`src/rtl/sevensegment_decoder.sv`:
```
// rtl/sevensegment_decoder.sv - seven-segment display bus sniffer and hex decoder
//
// Watches a multiplexed seven-segment bus. It commits a digit only after the
// same one-hot {digit_en, segments} sample has been seen STABLE_CYCLES times
// in a row. It then decodes the pattern back to a hex nibble.
//
// Ports:
//   clk           system clock, rising edge
//   reset         synchronous, active-high reset
//   segments      segment lines a..g on bits 0..6, active high
//   digit_en      digit strobes, one-hot when valid
//   value         decoded nibble per digit, digit i at [4i+3:4i]
//   blank         digit i last committed as all segments off
//   invalid       digit i last committed as an unrecognised pattern
//   update        one-cycle pulse per commit
//   update_digit  index of the last committed digit
module sevensegment_decoder #(
   parameter int DIGITS        = 4,
   parameter int STABLE_CYCLES = 4
) (
   input  logic                  clk,
   input  logic                  reset,
   input  logic [6:0]            segments,
   input  logic [DIGITS-1:0]     digit_en,
   output logic [4*DIGITS-1:0]   value,
   output logic [DIGITS-1:0]     blank,
   output logic [DIGITS-1:0]     invalid,
   output logic                  update,
   output logic [2:0]            update_digit
);

   typedef enum logic [1:0] {
      IDLE  = 2'd0,
      TRACK = 2'd1,
      HOLD  = 2'd2
   } state_t;

   localparam logic [3:0] STABLE = 4'(STABLE_CYCLES);

   state_t              state, state_nxt;
   logic [3:0]          cnt, cnt_nxt;
   logic                commit;

   // smp_* is the sample being judged this cycle; prv_* is the one judged
   // in the previous cycle. Inputs are never compared directly.
   logic [DIGITS-1:0]   smp_en, prv_en;
   logic [6:0]          smp_seg, prv_seg;

   logic                smp_onehot;
   logic                same;
   logic [2:0]          idx;
   logic [3:0]          dec_nib;
   logic                dec_valid;
   logic                dec_blank;

   always_comb begin
      smp_onehot = $onehot(smp_en);
      same       = (smp_en == prv_en) && (smp_seg == prv_seg);
      idx        = 3'd0;
      for (int i = 0; i < DIGITS; i++) begin
         if (smp_en[i]) idx = 3'(i);
      end
   end

   always_comb begin
      dec_nib   = 4'h0;
      dec_valid = 1'b1;
      dec_blank = 1'b0;
      case (smp_seg)
         7'h3F: dec_nib = 4'h0;
         7'h06: dec_nib = 4'h1;
         7'h5B: dec_nib = 4'h2;
         7'h4F: dec_nib = 4'h3;
         7'h66: dec_nib = 4'h4;
         7'h6D: dec_nib = 4'h5;
         7'h7D: dec_nib = 4'h6;
         7'h07: dec_nib = 4'h7;
         7'h7F: dec_nib = 4'h8;
         7'h6F: dec_nib = 4'h9;
         7'h77: dec_nib = 4'hA;
         7'h7C: dec_nib = 4'hB;
         7'h39: dec_nib = 4'hC;
         7'h5E: dec_nib = 4'hD;
         7'h79: dec_nib = 4'hE;
         7'h71: dec_nib = 4'hF;
         7'h00: begin
            dec_valid = 1'b0;
            dec_blank = 1'b1;
         end
         default: dec_valid = 1'b0;
      endcase
   end

   // Next-state logic. A non-one-hot sample forces IDLE from any state.
   // Coming out of IDLE, the sample always differs from the previous one,
   // because the previous one was not one-hot.
   always_comb begin
      state_nxt = state;
      cnt_nxt   = cnt;
      commit    = 1'b0;
      if (!smp_onehot) begin
         state_nxt = IDLE;
         cnt_nxt   = 4'd0;
      end else begin
         case (state)
            IDLE: begin
               state_nxt = TRACK;
               cnt_nxt   = 4'd1;
            end
            TRACK: begin
               if (!same) begin
                  cnt_nxt = 4'd1;
               end else if (cnt + 4'd1 == STABLE) begin
                  cnt_nxt   = STABLE;
                  commit    = 1'b1;
                  state_nxt = HOLD;
               end else begin
                  cnt_nxt = cnt + 4'd1;
               end
            end
            HOLD: begin
               if (!same) begin
                  state_nxt = TRACK;
                  cnt_nxt   = 4'd1;
               end
            end
            default: begin
               state_nxt = IDLE;
               cnt_nxt   = 4'd0;
            end
         endcase
      end
   end

   always_ff @(posedge clk) begin
      if (reset) begin
         state   <= IDLE;
         cnt     <= 4'd0;
         smp_en  <= '0;
         smp_seg <= 7'h00;
         prv_en  <= '0;
         prv_seg <= 7'h00;
      end else begin
         state   <= state_nxt;
         cnt     <= cnt_nxt;
         smp_en  <= digit_en;
         smp_seg <= segments;
         prv_en  <= smp_en;
         prv_seg <= smp_seg;
      end
   end

   always_ff @(posedge clk) begin
      if (reset) begin
         value        <= '0;
         blank        <= '1;
         invalid      <= '0;
         update       <= 1'b0;
         update_digit <= 3'd0;
      end else begin
         update <= commit;
         if (commit) begin
            update_digit <= idx;
            for (int i = 0; i < DIGITS; i++) begin
               if (smp_en[i]) begin
                  if (dec_blank) begin
                     value[4*i +: 4] <= 4'h0;
                     blank[i]        <= 1'b1;
                     invalid[i]      <= 1'b0;
                  end else if (dec_valid) begin
                     value[4*i +: 4] <= dec_nib;
                     blank[i]        <= 1'b0;
                     invalid[i]      <= 1'b0;
                  end else begin
                     // An unrecognised pattern keeps the last good nibble.
                     blank[i]        <= 1'b0;
                     invalid[i]      <= 1'b1;
                  end
               end
            end
         end
      end
   end

endmodule

```
`config.mk`:
```
export PLATFORM = sky130hd
export DESIGN_NAME = sevensegment_decoder
export DESIGN_NICKNAME = d
export VERILOG_FILES = /design/src/rtl/sevensegment_decoder.sv
export SDC_FILE = /design/constraint.sdc
export NUM_CORES = 1
export LEC_CHECK = 0
export ABC_AREA = 1
export BUFFER_PORTS_ARGS = -buffer_cell sky130_fd_sc_hd__buf_4
export CAP_MARGIN = 20
export CORE_MARGIN = 2
export CORE_UTILIZATION = 39
export CTS_CLUSTER_SIZE = 14
export DETAILED_ROUTE_END_ITERATION = 8
export HOLD_SLACK_MARGIN = 0.02
export PLACE_DENSITY = 0.7
export SLEW_MARGIN = 0
export SYNTH_ARGS = -nofsm -noshare
export SYNTH_HDL_FRONTEND = slang
export SYNTH_SLANG_ARGS = --single-unit
export TNS_END_PERCENT = 10
```
`constraint.sdc`:
```
create_clock -name clk -period 3.4 [get_ports clk]
set_input_delay 0.51 -clock clk [delete_from_list [all_inputs] [get_ports clk]]
set_output_delay 0.51 -clock clk [all_outputs]
set_load 0.01 [all_outputs]
```
==> parameters.txt <==
Parameter                              Value

Outcome
  Status    completed

STA
  Max-slew violation count    0
  Worst Clk Skew    0.00755 ns
  Pin slew with the least headroom to its limit    0.717 ns
  Fmax    360 MHz
  Number of hold violations in the final report    0
  Period utilization    0.818
  Setup violation total in the final timing report    0
  Aggregate negative setup slack    0 ns
  RSZ-0062 raised after global routing    no
  Max-slew headroom    0.522
  Crit path time final    2.78 ns

Yosys
  Post-synth EDFFs    0
  Total of flip-flops plus latches after synthesis    55
  Top flip-flop cell by instance count after synthesis    sky130_fd_sc_hd__dfxtp_1
  Average size of a mapped cell    6.95 µm²
  Syn Std Cell Area    0.00255 mm²
  Post-Syn Nets    384
  Number of distinct library cell variants in the gate-level netlist after synthesis    28
  Number of synthesis warnings    0
  Seq/Total Area, Yosys    0.432
  Gate count after technology mapping    around 370
  Async set-reset flop share out of synthesis    0

Power and ir drop
  Pwr Total    ~1200 µW
  Leakage power    0.00151 µW
  PwrDens    ~400 mW/mm²
  Maximum vdd ir drop    between 0.0002 and 0.00025 V

Worst setup path
  Slack of the worst reg-to-reg path    0.62 ns
  Endpoint kind of the worst setup timing path    register
  Reg-to-Reg Start    smp_en[0]
  Critical path required time    3.64 ns
  WS Path Type    register to register
  Maximum fanout encountered on the critical timing path    10
  CP arrival    3.02 ns
  Worst setup SP type    register
  Cell count of the worst reg-to-reg path    14
  Reg-to-reg critical path endpoint    value[13]

Detailed routing
  Number of antenna-violating nets in the routed design    0
  Drt drc    0
  Drt first-iter violations    105
  Routed len/inst    11.1 µm
  Number of vias per cell after detailed routing    a little under 5
  Initial DRT Pass Iterations    5
  Via total after detailed routing    2326
  Final routed wirelength across all metal layers    roughly 5400 µm

Clock network
  Setup bufs post-CTS    0
  Number of buffers added by the clock tree synthesis step    5
  Latest clock arrival within the worst-skew pair    0.30 ns
  Clock sink count    55
  Clock-pin slew of the registers on the worst-case setup and hold paths    0.10 ns
  CTS tree    done
  Cells resized by post-CTS repair    0
  Number of H-tree levels    2
  CTS Root Cell    sky130_fd_sc_hd__clkbuf_8
  # hold bufs at CTS    0
  Number of buffers on the longest clock path    2

Min path
  Hold Path Stages    3
  WHS Endpoint    smp_seg[2]
  Hold_sp    segments[2]
  Path type of the worst min-delay path    input pin to register

Final layout
  Growth of design area from synthesis to finish    17.7%
  Most frequent cells in the layout    81 x sky130_fd_sc_hd__nor2_1, 81 x sky130_fd_sc_hd__nand2_1, 55 x sky130_fd_sc_hd__dfxtp_1
  Share of layout cells above drive strength 1    0.167
  Number of fill cells in the layout    630
  Antenna cells    0
  Number of standard cells in the layout, taps in and fillers out    483
  Net total in the final layout    422

Placement
  Cell total after placement    approximately 480
  Number of port buffers    39
  Placer's final routability congestion estimate    roughly 0.86
  Hpwl dp    4070 µm

Floorplan
  Placement Rows    29
  Vert. Die Dim    84.9 µm
  Total die area    0.00720 mm²
  Floorplan Core Area    0.00635 mm²
  Boundary pin count    41
  Die X    roughly 85 µm
  Initial Utilization    0.402

Global routing
  Maximum number of pins on one net before global-route repair    29
  First-pass GRT wire length    9520 µm
  Gr usage total    0.160
  Total congestion overflow after global routing    0
  Vias in the first global route    2172
  Initial antenna violation count    0

Run
  Maxcap violations    0
## layout make-up
cell class              instances  area [µm²]  share of cell area
multi-input cells             250        1190               0.397
flip-flops and latches         55        1100               0.367
repair buffers                 40         300               0.100
inverters                      53         199              0.0663
well taps                      77        96.3              0.0321
clock buffers                   5        68.8              0.0229
clock inverters                 3        43.8              0.0146
## cells by family (layout without fill, tap and decap cells)
| family | after synthesis | count (layout) | synth area share |
|---|---|---|---|
| XOR/XNOR | 7 | 7 | 0.0240 |
| other | 1 | 1 | 0.00147 |
| AO/OA/AOI/OAI | 25 | 25 | 0.0510 |
| flip-flops | 55 | 55 | 0.432 |
| AND/OR/NAND/NOR | 213 | 213 | 0.368 |
| adder cells (fa/ha/maj) | 4 | 4 | 0.0226 |
| buffers and inverters | 62 | 101 | 0.101 |
## stage by stage
stage	setup slack, ns	area [µm²]	hold slack [ns]	util
floorplan	0.962	2550	0.464	-
global placement	0.791	2890	0.474	0.455
detailed placement	0.661	2890	0.470	0.455
CTS	0.632	3000	0.394	0.473
global route	0.336	3000	0.400	0.473
finish	0.619	3000	0.400	0.473
## worst max-delay path by stage
stage	from	depth (start not counted)	end	slack, ns
after global routing	smp_en[0]	14	value[9]	0.34
after detailed placement	smp_en[0]	14	value[13]	0.66
final	smp_en[0]	14	value[13]	0.62
after floorplan	smp_en[0]	13	value[13]	0.96
after global placement	smp_en[0]	14	value[13]	0.79
after CTS	smp_en[0]	14	value[13]	0.63
## power by group
part,leakage (µW),internal [µW],switching (µW)
clock,0.0000581,220,211
sequential,0.000448,660,13.7
combinational,0.00100,37.3,70.9
## synthesized netlist by cell type (3+ instances only)
| cell | number | area, µm² |
|---|---|---|
| sky130_fd_sc_hd__nand2_1 | 81 | 304 |
| sky130_fd_sc_hd__nor2_1 | 81 | 304 |
| sky130_fd_sc_hd__dfxtp_1 | 55 | 1100 |
| sky130_fd_sc_hd__inv_1 | 46 | 173 |
| sky130_fd_sc_hd__nand3_1 | 29 | 145 |
| sky130_fd_sc_hd__a21oi_1 | 14 | 70.1 |
| sky130_fd_sc_hd__o21ai_0 | 9 | 45.0 |
| sky130_fd_sc_hd__inv_2 | 7 | 26.3 |
| sky130_fd_sc_hd__nand4_1 | 5 | 31.3 |
| sky130_fd_sc_hd__xnor2_1 | 5 | 43.8 |
| sky130_fd_sc_hd__clkbuf_1 | 4 | 15.0 |
| sky130_fd_sc_hd__nand2_2 | 4 | 25.0 |
| sky130_fd_sc_hd__nor2_2 | 4 | 25.0 |
| sky130_fd_sc_hd__ha_1 | 3 | 37.5 |
| sky130_fd_sc_hd__nor3_1 | 3 | 15.0 |
## state kept, by name (all words and copies together), names as in the netlist, 4 cells and up
register	flops
prv_en	4
invalid	4
prv_seg	7
blank	4
cnt	4
smp_seg	7
smp_en	4
value	16
## metal layers
| layer | vias up | routed length [µm] | GRT usage |
|---|---|---|---|
| li1 | 1198 | - | - |
| met1 | 1068 | 2430 | 0.204 |
| met2 | 51 | 2670 | 0.276 |
| met3 | 9 | 190 | 0.0272 |
| met4 | 0 | 65 | 0.0548 |
| met5 | - | 0 | 0 |
## critical path, cell delays in order, from the launching register on
cell	delay, ns
sky130_fd_sc_hd__dfxtp_1	0.37
sky130_fd_sc_hd__inv_2	0.10
sky130_fd_sc_hd__fa_1	0.54
sky130_fd_sc_hd__inv_1	0.04
sky130_fd_sc_hd__ha_1	0.17
sky130_fd_sc_hd__ha_1	0.26
sky130_fd_sc_hd__nor2_1	0.11
sky130_fd_sc_hd__nand2_1	0.10
sky130_fd_sc_hd__nor2_1	0.13
sky130_fd_sc_hd__nand4_2	0.20
sky130_fd_sc_hd__nor2_2	0.38
sky130_fd_sc_hd__nand2_2	0.11
sky130_fd_sc_hd__nand2_1	0.08
sky130_fd_sc_hd__nand2_1	0.04
sky130_fd_sc_hd__nor2_1	0.10
(Power assumes the default switching activity.)
